### src/rtl/subsurf_pkg.sv
// Shared quadram constants and requester indices for the subsurf RAM datapath.
// The arbiter and picker draw their defaults and the index-wrap helper from here.
package subsurf_pkg;

  localparam int ADDR_WIDTH = 11;
  localparam int DATA_WIDTH = 32;
  localparam int BE_WIDTH   = DATA_WIDTH / 8;

  localparam int REQ_SPI_IN  = 0;
  localparam int REQ_SUBSURF = 1;
  localparam int REQ_SPI_OUT = 2;

  // Circular successor of a requester index.
  function automatic int wrap_inc(input int idx, input int n);
    return (idx + 1 >= n) ? 0 : idx + 1;
  endfunction

endpackage

### src/rtl/quadram_arbiter_rr_pick.sv
// Combinational circular priority picker: first request at or after rr_ptr wins.
// Produces the winner as one-hot, as an index and as an any-request flag.
module rr_pick
  import subsurf_pkg::*;
#(
  parameter int NUM_REQ = 3,
  parameter int IDX_W   = $clog2(NUM_REQ)
) (
  input  logic [NUM_REQ-1:0] req,
  input  logic [IDX_W-1:0]   rr_ptr,
  output logic [NUM_REQ-1:0] onehot,
  output logic [IDX_W-1:0]   index,
  output logic               any
);

  always_comb begin
    int pos;
    onehot = '0;
    index  = '0;
    any    = 1'b0;
    pos    = int'(rr_ptr);
    for (int k = 0; k < NUM_REQ; k++) begin
      if (!any && req[pos]) begin
        onehot[pos] = 1'b1;
        index       = IDX_W'(pos);
        any         = 1'b1;
      end
      pos = wrap_inc(pos, NUM_REQ);
    end
  end

endmodule

### src/rtl/quadram_arbiter.sv
// Shares one synchronous-read quadram port between NUM_REQ requesters with round-robin
// arbitration, bounded locked bursts and per-requester read-data-valid tagging.
module quadram_arbiter
  import subsurf_pkg::wrap_inc;
#(
  parameter int NUM_REQ    = 3,
  parameter int ADDR_WIDTH = subsurf_pkg::ADDR_WIDTH,
  parameter int DATA_WIDTH = subsurf_pkg::DATA_WIDTH,
  parameter int MAX_BURST  = 16
) (
  input  logic                             clk,
  input  logic                             reset,
  input  logic [NUM_REQ-1:0]               req,
  input  logic [NUM_REQ-1:0]               lock,
  input  logic [NUM_REQ*(DATA_WIDTH/8)-1:0] we,
  input  logic [NUM_REQ*ADDR_WIDTH-1:0]    addr,
  input  logic [NUM_REQ*DATA_WIDTH-1:0]    wdata,
  output logic [NUM_REQ-1:0]               gnt,
  output logic [NUM_REQ-1:0]               rvalid,
  output logic [DATA_WIDTH-1:0]            rdata,
  output logic                             ram_en,
  output logic [(DATA_WIDTH/8)-1:0]        ram_we,
  output logic [ADDR_WIDTH-1:0]            ram_addr,
  output logic [DATA_WIDTH-1:0]            ram_din,
  input  logic [DATA_WIDTH-1:0]            ram_dout
);

  localparam int BE_W  = DATA_WIDTH / 8;
  localparam int IDX_W = $clog2(NUM_REQ);
  localparam int CNT_W = $clog2(MAX_BURST + 1);
  localparam logic [CNT_W-1:0] CNT_LAST = CNT_W'(MAX_BURST - 1);

  if (NUM_REQ < 2 || NUM_REQ > 8) begin : g_bad_cfg
    $error("quadram_arbiter: NUM_REQ must be in 2..8");
  end

  logic [IDX_W-1:0]   rr_ptr;
  logic [IDX_W-1:0]   owner;
  logic               owner_vld;
  logic [CNT_W-1:0]   burst_cnt;
  logic [NUM_REQ-1:0] tag_p1;

  logic [NUM_REQ-1:0] owner_mask;
  logic [NUM_REQ-1:0] pick_req;
  logic [NUM_REQ-1:0] pick_onehot;
  logic [IDX_W-1:0]   pick_idx;
  logic               pick_any;
  logic               owner_req;
  logic               others_pending;
  logic               forced;
  logic               keep;
  logic               accept;
  logic [NUM_REQ-1:0] win_onehot;
  logic [IDX_W-1:0]   win_idx;
  logic [BE_W-1:0]    win_we;
  logic [ADDR_WIDTH-1:0] win_addr;
  logic [DATA_WIDTH-1:0] win_din;
  logic [NUM_REQ-1:0] rd_acc;

  logic [ADDR_WIDTH-1:0] addr_hold;
  logic [DATA_WIDTH-1:0] din_hold;

  // Owner keeps the port unless it has used its burst budget and someone else waits.
  always_comb begin
    owner_mask     = owner_vld ? (NUM_REQ'(1) << owner) : '0;
    owner_req      = |(req & owner_mask);
    others_pending = |(req & ~owner_mask);
    forced         = owner_req && (burst_cnt == CNT_LAST) && others_pending;
    keep           = owner_req && !forced;
    pick_req       = forced ? (req & ~owner_mask) : req;
  end

  rr_pick #(
    .NUM_REQ (NUM_REQ),
    .IDX_W   (IDX_W)
  ) u_pick (
    .req    (pick_req),
    .rr_ptr (rr_ptr),
    .onehot (pick_onehot),
    .index  (pick_idx),
    .any    (pick_any)
  );

  always_comb begin
    accept     = !reset && (keep || pick_any);
    win_idx    = keep ? owner : pick_idx;
    win_onehot = '0;
    if (accept) win_onehot = keep ? owner_mask : pick_onehot;
    win_we     = we[int'(win_idx)*BE_W +: BE_W];
    win_addr   = addr[int'(win_idx)*ADDR_WIDTH +: ADDR_WIDTH];
    win_din    = wdata[int'(win_idx)*DATA_WIDTH +: DATA_WIDTH];
    rd_acc     = win_onehot & {NUM_REQ{win_we == '0}};
  end

  // Address and write data park on the last granted values while the port idles.
  always_comb begin
    gnt      = win_onehot;
    ram_en   = accept;
    ram_we   = accept ? win_we : '0;
    ram_addr = accept ? win_addr : addr_hold;
    ram_din  = accept ? win_din : din_hold;
  end

  always_ff @(posedge clk) begin
    if (accept) begin
      addr_hold <= win_addr;
      din_hold  <= win_din;
    end
  end

  // Stage p0 -> p1: arbitration state and read tag, aligned with the RAM's read latency.
  always_ff @(posedge clk) begin
    if (reset) begin
      rr_ptr    <= '0;
      owner     <= '0;
      owner_vld <= 1'b0;
      burst_cnt <= '0;
      tag_p1    <= '0;
    end else begin
      tag_p1 <= rd_acc;
      if (accept) begin
        rr_ptr <= IDX_W'(wrap_inc(int'(win_idx), NUM_REQ));
        if (lock[win_idx]) begin
          owner_vld <= 1'b1;
          owner     <= win_idx;
          if (owner_vld && owner == win_idx)
            burst_cnt <= (burst_cnt == CNT_LAST) ? burst_cnt : burst_cnt + 1'b1;
          else
            burst_cnt <= '0;
        end else begin
          owner_vld <= 1'b0;
          burst_cnt <= '0;
        end
      end else if (owner_vld) begin
        owner_vld <= 1'b0;
        burst_cnt <= '0;
      end
    end
  end

  assign rvalid = tag_p1;
  assign rdata  = ram_dout;

  a_ptr_range: assert property (@(posedge clk) disable iff (reset)
    int'(rr_ptr) < NUM_REQ);
  a_owner_range: assert property (@(posedge clk) disable iff (reset)
    !owner_vld || int'(owner) < NUM_REQ);
  a_gnt_onehot: assert property (@(posedge clk) disable iff (reset)
    $onehot0(gnt) && ((gnt & ~req) == '0));
  a_rvalid_onehot: assert property (@(posedge clk) disable iff (reset)
    $onehot0(rvalid));

  for (genvar i = 0; i < NUM_REQ; i++) begin : g_contract
    a_payload_hold: assert property (@(posedge clk) disable iff (reset)
      (req[i] && !gnt[i]) |=> (!req[i] ||
        ($stable(we[i*BE_W +: BE_W]) &&
         $stable(addr[i*ADDR_WIDTH +: ADDR_WIDTH]) &&
         $stable(wdata[i*DATA_WIDTH +: DATA_WIDTH]))));
  end

endmodule
### config.mk
export PLATFORM = sky130hd
export DESIGN_NAME = quadram_arbiter
export DESIGN_NICKNAME = d
export VERILOG_FILES = /design/src/rtl/subsurf_pkg.sv /design/src/rtl/quadram_arbiter_rr_pick.sv /design/src/rtl/quadram_arbiter.sv
export SDC_FILE = /design/constraint.sdc
export NUM_CORES = 1
export LEC_CHECK = 0
export CELL_PAD_IN_SITES_DETAIL_PLACEMENT = 0
export CELL_PAD_IN_SITES_GLOBAL_PLACEMENT = 1
export CORE_ASPECT_RATIO = 2
export CORE_MARGIN = 2
export CORE_UTILIZATION = 22
export DETAILED_ROUTE_END_ITERATION = 10
export PLACE_DENSITY_LB_ADDON = 0.12
export SLEW_MARGIN = 20
export SYNTH_ARGS = -nofsm -noshare
export SYNTH_HDL_FRONTEND = slang
export SYNTH_SLANG_ARGS = --single-unit
### constraint.sdc
create_clock -name clk -period 5.1 [get_ports clk]
set_input_delay 1.275 -clock clk [delete_from_list [all_inputs] [get_ports clk]]
set_output_delay 1.275 -clock clk [all_outputs]
set_load 0.01 [all_outputs]
# [Word level (Yosys, flattened, before mapping)]
# Index checks and enable logic that the tools add are counted.
# W data, S select, Z words.
[word_totals] register_bits=56 wordCells=100
[classes] addsub=4 n_mul=1 order_cmp=10 n_eq_ne=3 shifts=4 n_mux=42 bitwise_logic=7 n_reduce_logical=22
[ops] op="$mux W32" count=3
[ops] op="$shiftx A96 B8 Y32" count=1
[ops] op="$ge A32 B1 Y1 const B" count=2
[ops] op="$ge A32 B3 Y1 const B" count=2
[ops] op="$lt A32 B4 Y1 const B" count=2
[ops] op="$shiftx A33 B7 Y11" count=1
[ops] op="$add A32 B2 Y32 const B" count=1
[ops] op="$mux W5" count=5
[ops] op="$mux W3" count=7
[ops] op="$mux W1" count=13
[ops] op="$shiftx A12 B5 Y4" count=1
[ops] op="$mux W11" count=1
[ops] op="$logic_and A1 B1 Y1" count=10
[ops] op="$mux W2" count=5
[ops] op="$and A3 B3 Y3" count=3
[ops] op="$bmux W1 S2" count=4
[ops] op="$add A2 B1 Y3 const B" count=2
[ops] op="$demux W1 S2" count=3
[ops] op="$lt A2 B3 Y1 const B" count=2
[ops] op="$mul A2 B4 Y6 const B" count=1
[ops] op="$or A3 B3 Y3" count=2
[ops] op="$reduce_or A3 Y1" count=2
[ops] op="$add A5 B1 Y5 const B" count=1
[ops] op="$eq A5 B4 Y1 const B" count=1
[ops] op="other kinds (14)" count=18

# [Logic depth before layout (Yosys ltp)]
# Gate-level depths: netlist of run 1.
[logic_depth] ltp_word=22 mapped_depth=13 ltp_nobuf=11

# [Cells and area by module]
# Synthesis of run 1 repeated with hierarchy kept, for this count alone.
[hier_totals] cells_unflattened=421 area_unflattened_um2=3903.7
[modules_own_cells] module="quadram_arbiter" n_inst=1 cells_per_inst=408 area_per_inst_um2=3813.7 seq_area_each_um2=1121.1
[modules_own_cells] module="rr_pick" n_inst=1 cells_per_inst=13 area_per_inst_um2=90.1 seq_area_each_um2=0.0

# [Worst setup path before layout of run 1]
# OpenSTA, ideal clock, no wires.
[synth_timing] path_kind="input -> output" startpoint="input port req[0]" endpoint="output port ram_addr[2]" t_arrival_ns=3.374 setup_slack_ns=0.451 stages=10 path_buffers=4 cell_sequence="clkbuf_1 o21ai_0 o2111a_1 or4_4 o21bai_1 buf_4 buf_4 buf_2 a21oi_1 o21ai_0"
[synth_via] elab_chain_len=18
[synth_lines] item="from (decl)" line="quadram_arbiter.sv:13" text="input logic [NUM_REQ-1:0] req,"
[synth_lines] item="$and A3 B3 Y3" line="quadram_arbiter.sv:66" text="owner_req = |(req & owner_mask);"
[synth_lines] item="$reduce_or A3 Y1" line="quadram_arbiter.sv:66"
[synth_lines] item="$logic_and A1 B1 Y1 (2 in a row)" line="quadram_arbiter.sv:68" text="forced = owner_req && (burst_cnt == CNT_LAST) && others_pending;"
[synth_lines] item="$mux W3" line="quadram_arbiter.sv:70" text="pick_req = forced ? (req & ~owner_mask) : req;"
[synth_lines] item="$bmux W1 S2" line="quadram_arbiter_rr_pick.sv:23" text="if (!any && req[pos]) begin"
[synth_lines] item="$mux W1 (not written as such)" line="quadram_arbiter_rr_pick.sv:23"
[synth_lines] item="$mux W1" line="quadram_arbiter_rr_pick.sv:23"
[synth_lines] item="$logic_not A1 Y1" line="quadram_arbiter_rr_pick.sv:23"
[synth_lines] item="$logic_and A1 B1 Y1" line="quadram_arbiter_rr_pick.sv:23"
[synth_lines] item="$mux W1" line="quadram_arbiter_rr_pick.sv:23"
[synth_lines] item="$logic_not A1 Y1" line="quadram_arbiter_rr_pick.sv:23"
[synth_lines] item="$logic_and A1 B1 Y1" line="quadram_arbiter_rr_pick.sv:23"
[synth_lines] item="$mux W2" line="quadram_arbiter_rr_pick.sv:23"
[synth_lines] item="$mux W2" line="quadram_arbiter.sv:86" text="win_idx = keep ? owner : pick_idx;"
[synth_lines] item="$mul A2 B4 Y6" line="quadram_arbiter.sv:90" text="win_addr = addr[int'(win_idx)*ADDR_WIDTH +: ADDR_WIDTH];"
[synth_lines] item="$shiftx A33 B7 Y11" line="quadram_arbiter.sv:90"
[synth_lines] item="$mux W11 *"
[synth_lines] item="to (decl)" line="quadram_arbiter.sv:23" text="output logic [ADDR_WIDTH-1:0] ram_addr,"
# Mark *: on every way between the ends. The rest lies on a longest branch, timed or not. The select of a mux whose other input is x is not followed.

# [Worst setup path after layout of run 1]
[layout_timing] startpoint="input port req[1]" endpoint="output port ram_din[4]"
[layout_via] elab_chain_len=17
[layout_lines] item="$and A3 B3 Y3" line="quadram_arbiter.sv:66"
[layout_lines] item="$reduce_or A3 Y1" line="quadram_arbiter.sv:66"
[layout_lines] item="$logic_and A1 B1 Y1 (2 in a row)" line="quadram_arbiter.sv:68"
[layout_lines] item="$mux W3" line="quadram_arbiter.sv:70"
[layout_lines] item="$bmux W1 S2" line="quadram_arbiter_rr_pick.sv:23"
[layout_lines] item="$mux W1 (not written as such)" line="quadram_arbiter_rr_pick.sv:23"
[layout_lines] item="$mux W1" line="quadram_arbiter_rr_pick.sv:23"
[layout_lines] item="$logic_not A1 Y1" line="quadram_arbiter_rr_pick.sv:23"
[layout_lines] item="$logic_and A1 B1 Y1" line="quadram_arbiter_rr_pick.sv:23"
[layout_lines] item="$mux W1" line="quadram_arbiter_rr_pick.sv:23"
[layout_lines] item="$logic_not A1 Y1" line="quadram_arbiter_rr_pick.sv:23"
[layout_lines] item="$logic_and A1 B1 Y1" line="quadram_arbiter_rr_pick.sv:23"
[layout_lines] item="$mux W2 or $mux W1 (tied branches)" line="quadram_arbiter_rr_pick.sv:23"
[layout_lines] item="$mux W2 or $logic_or A1 B1 Y1 (tied branches)" line="quadram_arbiter.sv:86, quadram_arbiter.sv:85"
[layout_lines] item="$shiftx A96 B8 Y32 or $logic_and A1 B1 Y1 (tied branches)" line="quadram_arbiter.sv:91, quadram_arbiter.sv:85"
[layout_lines] item="$mux W32 *"
[layout_lines] item="to (decl)" line="quadram_arbiter.sv:24" text="output logic [DATA_WIDTH-1:0] ram_din,"
# Marks and branches as above.

==> results.txt, run 1 <==
----------------------------------------------------
[Route]
  Total via count in the routed design ... 3716
  ANT nets after route ... 0
  Drt first pass iters ... 5
  Violation count after the first detailed-routing iteration ... 78
  Mean number of vias per cell ... 4.48
  Average detailed-routed wire length per instance ... 16.5 um
  Final routed wirelength across all metal layers ... 13.6 mm
  Total DRC errors in the routed layout ... 0

[Floorplan]
  Top-level I/O count ... 267
  Core Rows ... 64
  Chip Width ... 91.8 um
  Total die area ... 16500 um^2
  Core region area ... 15200 um^2
  Height of the chip ... 180 um
  Starting utilization of the core area ... 22.3%

[Synth]
  Post-synth top area cell ... sky130_fd_sc_hd__dfxtp_1
  Cell variety after synth ... 44
  Arithmetic-cell share of the synthesized area counting full adders, half adders and majority gates ... 0.737%
  Largest family of logic cells by synthesized area ... compound AO/OA/AOI/OAI gates
  Multiplexer area fraction after synthesis ... 16.5%
  Synthesized-area fraction occupied by and/or/nand/nor cells ... 16.0%
  Count of yosys warnings during synthesis ... 0
  Synth Instances ... 438
  Async S/R FF share, synth ... 0%
  Count of flip-flops with a built-in enable after synthesis ... 0
  Per-instance average area after synthesis ... 7.75 um^2
  Ranking of synthesized cells by area ... sky130_fd_sc_hd__dfxtp_1 33%, sky130_fd_sc_hd__mux2i_1 15%, sky130_fd_sc_hd__o21ai_0 9.1%
  Synthesized flop and latch total ... 56
  Ranking of synthesized cells by instance count ... 62 x sky130_fd_sc_hd__nand2_1, 62 x sky130_fd_sc_hd__o21ai_0, 56 x sky130_fd_sc_hd__dfxtp_1, 50 x sky130_fd_sc_hd__mux2i_1, 43 x sky130_fd_sc_hd__nor2_1
  Complex-gate fraction of the synthesized area ... 20.7%
  Sequential element share of the synthesized area ... 33.0%
  Post-synthesis net count ... 621
  Share of the synthesized netlist area taken by xor and xnor gates ... 0.516%
  Most frequently used flop master after synthesis ... sky130_fd_sc_hd__dfxtp_1
  Area fraction of the dominant cell type after synthesis ... 33.0%
  Post-Syn Area ... 3390 um^2

[Status]
  Status ... complete, no violations

[Worst setup path]
  Kind of start point of the critical path ... input port
  Critical path endpoint category ... primary output
  Setup slack, reg-to-reg ... 1.61 ns
  Crit path kind ... in -> out
  Reg2Reg Launch Point ... burst_cnt[0]$_SDFFE_PP0P_
  Sum of buffers and inverters on the critical path ... 6
  Critical path arrival ... 3.74 ns
  Worst r2r path cells ... 14
  Slowest cell on the critical path ... sky130_fd_sc_hd__a2111oi_4
  Dominant delay contributor by cell family on the critical path ... buffers and inverters
  Cell Chain, Critical Path ... clkdlybuf4s15_2 -> buf_4 -> a2111oi_4 -> o311ai_2 -> buf_4 -> mux2i_4 -> buf_4 -> bufbuf_16 -> mux2i_1 -> nor2_1 -> a21oi_1 -> o21ai_0 -> clkdlybuf4s15_1
  Largest fanout on the critical path ... 10
  Endpoint of the worst-slack reg-to-reg timing path ... burst_cnt[1]$_SDFFE_PP0P_
  Most frequent cell on the critical path ... sky130_fd_sc_hd__buf_4
  Stage delay of the slowest cell on the critical path ... 0.33 ns
  Req. time, crit path ... 3.83 ns

[Place]
  Placement Setup Slack ... -0.667 ns
  Detailed Place HPWL ... 10.4 mm
  Final weighted congestion in routability-driven placement ... 0.816
  Total cell area at the placement stage ... 5640 um^2
  Number of I/O port buffers ... 202

[Power and ir drop]
  P_leak ... 0.00264 uW
  Power Density ... 249 nW/um^2
  Worst-case vdd ir drop ... 0.151 mV

[Timing]
  Worst Tran Pin Value ... 0.623 ns
  Final Skew ... 0.00866 ns
  Least setup slack across all paths after layout ... 0.0858 ns
  Portion of the clock cycle consumed by the worst path in the final layout ... 98.3%
  Setup violators final ... 0
  Hold_ws ... 0.449 ns
  Achievable Freq ... 0.199 GHz
  Final period demand of the worst path ... 5.01 ns
  Max-slew violations ... 0
  Total Negative Setup Slacks ... 0 ns
  Count of endpoints failing hold in the final timing report ... 0
  Headroom to the max-slew limit ... 58.4%

[Clock tree]
  Max Buffers Root-to-Sink ... 2
  Clock tree from TritonCTS ... built
  Clock network latency to the later pin of the worst-skew pair ... 0.30 ns
  Depth of the CTS H-tree ... 2
  CTS clk-pin slew, worst paths ... 0.07 ns
  CTS root buf ... sky130_fd_sc_hd__clkbuf_16
  Num CTS Buffers ... 5
  Num Clock Sinks ... 56

[GRT]
  Total gr overflow ... 0
  Via count of the first global-routing pass ... 3845
  GRT Overall Usage ... 16.2%
  First-pass GRT wire length ... 20.6 mm
  Initial antenna violation count ... 0
  Pin count of the biggest net entering global routing ... 52

[Finish]
  Synthesis-to-layout area growth ... 75.8%
  Layout net count ... 813
  Diodes inserted ... 0
  Layout cells sized above 1 ... 13.0%
  Post-layout instance area ... 5970 um^2

[Hold path]
  Number of stages on the worst hold path ... 2
  Start point of the worst min-delay path ... din_hold[22]$_DFF_P_
  Hold path endpoint ... din_hold[22]$_DFF_P_
  Class of the tightest hold or removal check ... reg -> reg

[Job]
  Number of maximum-capacitance violations ... 0

----------------------------------------------------
logic make-up after synthesis:
family	count (synthesis)
and+or+nand+nor	126
adders and majority gates	2
AOI/OAI and AO/OA	124
xor gates and xnor gates	2
DFF	56
muxes	55
buffers and inverters	73
flip-flops by register name (all words and copies together) (netlist names):
name	count
owner_vld	1
rvalid	3
addr_hold	11
din_hold	32
rr_ptr	2
owner	2
burst_cnt	5
per-layer routing:
metal  up-vias  track usage [%]  part of all wire, %  wire [um]
met4         0             6.63                  3.1        427
met2       136             33.3                   58       7940
met5         -                0                    0          0
met1      1676             14.6                   33       4500
met3        33             3.35                  5.7        783
li1       1871                -                    -          -
worst max-delay path by stage:
stage	startpoint	end	slack [ns]	cells past startpoint
6_report	req[1]	ram_din[4]	0.09	13
5_1_grt	req[1]	ram_din[22]	-0.008	13
4_1_cts	req[2]	ram_din[20]	0.006	12
3_5_place_dp	req[2]	gnt[0]	-0.67	10
3_3_place_gp	req[2]	gnt[0]	-0.66	10
2_1_floorplan	req[0]	ram_addr[2]	0.45	10
cells in the final DEF, fill, tap and decap left out, types with 2 or more instances in the layout:
master,n
sky130_fd_sc_hd__nand3_1,3
sky130_fd_sc_hd__clkdlybuf4s15_2,2
sky130_fd_sc_hd__inv_1,11
sky130_fd_sc_hd__dfxtp_1,56
sky130_fd_sc_hd__nor2_1,43
sky130_fd_sc_hd__a211oi_1,2
sky130_fd_sc_hd__o21ai_1,15
sky130_fd_sc_hd__nand4_1,2
sky130_fd_sc_hd__buf_2,2
sky130_fd_sc_hd__a21oi_1,32
sky130_fd_sc_hd__clkbuf_16,5
sky130_fd_sc_hd__nand2_1,62
sky130_fd_sc_hd__o21bai_4,2
sky130_fd_sc_hd__buf_12,7
sky130_fd_sc_hd__nand3b_1,3
sky130_fd_sc_hd__dlygate4sd2_1,35
sky130_fd_sc_hd__o21ai_0,50
sky130_fd_sc_hd__mux2i_2,3
sky130_fd_sc_hd__clkdlybuf4s50_1,152
sky130_fd_sc_hd__o22ai_1,2
sky130_fd_sc_hd__o211a_1,4
sky130_fd_sc_hd__clkdlybuf4s15_1,4
sky130_fd_sc_hd__a31oi_1,3
sky130_fd_sc_hd__buf_6,2
sky130_fd_sc_hd__mux2_2,4
sky130_fd_sc_hd__o211ai_1,3
sky130_fd_sc_hd__nor3_1,3
sky130_fd_sc_hd__buf_4,32
sky130_fd_sc_hd__clkbuf_2,6
sky130_fd_sc_hd__bufbuf_16,4
sky130_fd_sc_hd__nand2b_1,2
sky130_fd_sc_hd__a21oi_2,2
sky130_fd_sc_hd__mux2i_1,47
power breakdown:
group | switching [uW] | leakage, uW | internal, uW
Clock | 168 | 0.0000671 | 184
Combinational | 269 | 0.00211 | 334
Sequential | 26.6 | 0.000467 | 504
through the flow:
step / power (uW) / cells / utilization, %
after global placement: 1150 / 808 / 37.1
after global routing: 1590 / 829 / 39.2
final: 1490 / 829 / 39.2
after floorplan: 814 / 438 / -
after detailed placement: 1150 / 808 / 37.1
after CTS: 1520 / 828 / 39.3
cell type report:
class	instances	area (um^2)
fillers	1611	9250
repair buffers	247	2480
multi-input cells	309	1940
flip-flops and latches	56	1120
well taps	198	248
clock buffers	6	129
inverters	11	41.3
clock inverters	2	16.3
worst reg2reg max path, stage by stage, from the launching register on:
cell	delay, ns
sky130_fd_sc_hd__dfxtp_1	0.38
sky130_fd_sc_hd__ha_1	0.19
sky130_fd_sc_hd__and3_1	0.16
sky130_fd_sc_hd__ha_2	0.24
sky130_fd_sc_hd__nand3b_1	0.21
sky130_fd_sc_hd__buf_4	0.21
sky130_fd_sc_hd__o211ai_1	0.21
sky130_fd_sc_hd__o211a_1	0.28
sky130_fd_sc_hd__mux2i_4	0.10
sky130_fd_sc_hd__buf_4	0.19
sky130_fd_sc_hd__bufbuf_16	0.29
sky130_fd_sc_hd__mux2i_2	0.19
sky130_fd_sc_hd__nor4_4	0.41
sky130_fd_sc_hd__nand3_1	0.19
sky130_fd_sc_hd__o22ai_1	0.18
timing repair:
action,in CTS,in global routing
setup endpoints to repair,50,23
hold endpoints to repair,0,0
hold buffers,0,0
pin swaps,3,3
gates resized for setup,78,29
buffers inserted,8,1
cloned,4,0
Power figures use the tool's default switching activity.
==> run 2: changes to the inputs <==
--- a/config.mk
+++ b/config.mk
@@ -5,6 +5,7 @@
 export SDC_FILE = /design/constraint.sdc
 export NUM_CORES = 1
 export LEC_CHECK = 0
+export ABC_AREA = 1
 export CELL_PAD_IN_SITES_DETAIL_PLACEMENT = 0
 export CELL_PAD_IN_SITES_GLOBAL_PLACEMENT = 1
 export CORE_ASPECT_RATIO = 2
==> run 2 against run 1 <==
Net effect:
- cell area shrank 0.71%
- maximum frequency grew 2.2%
- die area grew 4.0%
- routed wire length grew 4.7%
- highest routed layer unchanged
==> results.txt, run 2 <==
----------------------------------------------------
[Synth]
  Per-instance average area after synthesis ... 6.37 um^2
  Area fraction of the dominant cell type after synthesis ... 31.7%
  Post-Syn Area ... 3540 um^2
  Sequential element share of the synthesized area ... 31.7%
  Post-synth top area cell ... sky130_fd_sc_hd__dfxtp_1
  Cell variety after synth ... 30
  Synthesized flop and latch total ... 56
  Ranking of synthesized cells by instance count ... 186 x sky130_fd_sc_hd__nand2_1, 87 x sky130_fd_sc_hd__a21oi_1, 56 x sky130_fd_sc_hd__dfxtp_1, 49 x sky130_fd_sc_hd__o21ai_1, 39 x sky130_fd_sc_hd__buf_4
  Post-synthesis net count ... 738
  Count of yosys warnings during synthesis ... 0
  Ranking of synthesized cells by area ... sky130_fd_sc_hd__dfxtp_1 32%, sky130_fd_sc_hd__nand2_1 20%, sky130_fd_sc_hd__a21oi_1 12%
  Most frequently used flop master after synthesis ... sky130_fd_sc_hd__dfxtp_1
  Async S/R FF share, synth ... 0%
  Most frequently used cell type in the post-synthesis netlist ... sky130_fd_sc_hd__nand2_1
  Count of flip-flops with a built-in enable after synthesis ... 0
  Synth Instances ... 555

[Timing]
  Max-slew violations ... 0
  Portion of the clock cycle consumed by the worst path in the final layout ... 96.2%
  Final period demand of the worst path ... 4.90 ns
  Headroom to the max-slew limit ... 73.8%
  Final Skew ... 0.00482 ns
  Worst Tran Pin Value ... 0.392 ns
  Achievable Freq ... 0.204 GHz
  Count of endpoints failing hold in the final timing report ... 0
  Setup repair after global routing missed its margin ... yes
  Setup violators final ... 0

[GRT]
  Initial antenna violation count ... 1
  Via count of the first global-routing pass ... 4283
  Pin count of the biggest net entering global routing ... 39
  GRT Overall Usage ... 16.5%
  First-pass GRT wire length ... 21.5 mm
  Total gr overflow ... 0

[Clock tree]
  CTS clk-pin slew, worst paths ... 0.07 ns
  Depth of the CTS H-tree ... 2
  CTS root buf ... sky130_fd_sc_hd__clkbuf_16
  Clock network latency to the later pin of the worst-skew pair ... 0.30 ns
  Clock tree from TritonCTS ... built
  Num CTS Buffers ... 5
  Max Buffers Root-to-Sink ... 2
  Num Clock Sinks ... 56

[Worst setup path]
  Req. time, crit path ... 3.83 ns
  Critical path arrival ... 3.63 ns
  Reg2Reg Launch Point ... burst_cnt[0]$_SDFFE_PP0P_
  Crit path kind ... in -> out
  Kind of start point of the critical path ... input port
  Critical path endpoint category ... primary output
  Worst r2r path cells ... 24
  Largest fanout on the critical path ... 22
  Setup slack, reg-to-reg ... 1.90 ns
  Endpoint of the worst-slack reg-to-reg timing path ... burst_cnt[0]$_SDFFE_PP0P_

[Route]
  Average detailed-routed wire length per instance ... 15.1 um
  Drt first pass iters ... 4
  Total via count in the routed design ... 4183
  Final routed wirelength across all metal layers ... 14.3 mm
  Total DRC errors in the routed layout ... 0
  ANT nets after route ... 0
  Mean number of vias per cell ... 4.42
  Violation count after the first detailed-routing iteration ... 91

[Job]
  Number of maximum-capacitance violations ... 0

[Power and ir drop]
  Power Density ... 646 nW/um^2
  P_leak ... 0.00261 uW
  Total power ... 3830 uW
  Worst-case vdd ir drop ... 0.254 mV

[Finish]
  Commonest non-fill, non-tap cell in the layout ... sky130_fd_sc_hd__nand2_1
  Register ranked first by flip-flop count ... din_hold
  Largest registers ... din_hold x32, addr_hold x11, burst_cnt x5
  Synthesis-to-layout area growth ... 67.6%
  Flip-flop count of the largest register after layout ... 32
  Layout net count ... 927
  Layout cells sized above 1 ... 12.8%
  Highest-count cells in the layout ignoring fill and taps ... 185 x sky130_fd_sc_hd__nand2_1, 151 x sky130_fd_sc_hd__clkdlybuf4s50_1, 86 x sky130_fd_sc_hd__a21oi_1
  Utilization of the core after routing ... 37.5%

[Floorplan]
  Height of the chip ... 183 um
  Core region area ... 15800 um^2
  Top-level I/O count ... 267
  Starting utilization of the core area ... 22.4%
  Core Rows ... 65
  Total die area ... 17200 um^2
  Chip Width ... 93.6 um

[Hold path]
  Class of the tightest hold or removal check ... reg -> reg
  Hold path endpoint ... din_hold[11]$_DFF_P_
  Start point of the worst min-delay path ... din_hold[11]$_DFF_P_
  Number of stages on the worst hold path ... 2

[Status]
  Status ... complete, no violations

[Place]
  Detailed Place HPWL ... 11.3 mm
  Final weighted congestion in routability-driven placement ... 0.823
  Number of I/O port buffers ... 202

----------------------------------------------------
run 2: changes by cell type in the layout (fill, tap and decap cells not counted), sizes merged, moves of 4 or more:
cell,delta
a21oi,+53
clkbuf,+6
clkdlybuf4s15,-5
inv,+18
mux2,-4
mux2i,-51
nand2,+135
nand3,+12
nand4,+5
nor2,-5
o211a,-4
o21ai,-15
run 2: critical path: stages:
cell	delay (ns)
sky130_fd_sc_hd__dlygate4sd2_1	0.24
sky130_fd_sc_hd__nand4_1	0.12
sky130_fd_sc_hd__nand3_2	0.14
sky130_fd_sc_hd__nand3_4	0.09
sky130_fd_sc_hd__buf_4	0.14
sky130_fd_sc_hd__nand2_1	0.05
sky130_fd_sc_hd__nand2_1	0.08
sky130_fd_sc_hd__buf_4	0.15
sky130_fd_sc_hd__nand2_1	0.05
sky130_fd_sc_hd__o21ai_1	0.06
sky130_fd_sc_hd__nand2_1	0.08
sky130_fd_sc_hd__nor2_2	0.05
sky130_fd_sc_hd__nor2_2	0.14
sky130_fd_sc_hd__inv_4	0.11
sky130_fd_sc_hd__buf_12	0.17
sky130_fd_sc_hd__nor2_1	0.14
sky130_fd_sc_hd__clkdlybuf4s50_1	0.56
run 2: timing repair:
| item | CTS | global route |
|---|---|---|
| setup buffers | 1 | 2 |
| gates resized for setup | 61 | 27 |
| endpoints found under the setup margin | 50 | 45 |
| cloned | 1 | 0 |
| pin swaps | 4 | 5 |
| hold buffers | 0 | 0 |
run 2: report_power, final:
part           internal [uW]  switching, uW
clock network            180            166
registers                639           79.4
logic                   1220           1540
total                   2040           1780
run 2: routing by layer:
| metal | wire, um | vias up | part of all wire, % | global-route usage (%) |
|---|---|---|---|---|
| met5 | 0 | - | 0 | 0 |
| met2 | 8440 | 136 | 59 | 33.9 |
| met4 | 405 | 0 | 2.8 | 7.07 |
| li1 | - | 2143 | - | - |
| met3 | 642 | 33 | 4.5 | 2.75 |
| met1 | 4800 | 1871 | 34 | 15.0 |
run 2: per-stage QoR:
stage | cell area [um^2] | setup WS [ns] | TNS, ns | hold slack (ns) | std cells
floorplan | 3540 | 0.874 | 0 | 0.498 | 555
finish | 5920 | 0.195 | 0 | 0.460 | 946
global placement | 5810 | -0.428 | -14.90 | 0.451 | 934
detailed placement | 5810 | -0.424 | -16.24 | 0.452 | 934
global route | 5920 | -0.0459 | -0.0531 | 0.481 | 946
CTS | 5940 | 0.0193 | 0 | 0.462 | 943
run 2: how the worst max path moves through the flow:
stage,slack [ns],from,endpoint
2_1_floorplan,0.87,req[2],ram_din[22]
3_3_place_gp,-0.43,req[2],ram_din[9]
3_5_place_dp,-0.42,req[2],ram_din[10]
4_1_cts,0.02,req[2],ram_we[3]
5_1_grt,-0.05,req[1],ram_din[7]
6_report,0.20,req[1],gnt[2]
run 2: cell families (layout without fill, tap and decap cells):
kind of cell	Yosys count	after routing	share of synthesized area, %
simple gates	260	260	31.6
compound gates	143	143	20.9
buf+inv	92	281	14.6
flops	56	56	31.7
fa+ha+maj	2	2	0.708
xor+xnor	2	2	0.495
other cells	0	1	0
run 2: layout make-up:
type / count / area, um^2
diodes: 1 / 2.50
inverters: 29 / 116
repair buffers: 245 / 2370
flip-flops and latches: 56 / 1120
fillers: 1751 / 9850
well taps: 201 / 251
multi-input cells: 407 / 1920
clock buffers: 6 / 129
clock inverters: 1 / 5.00
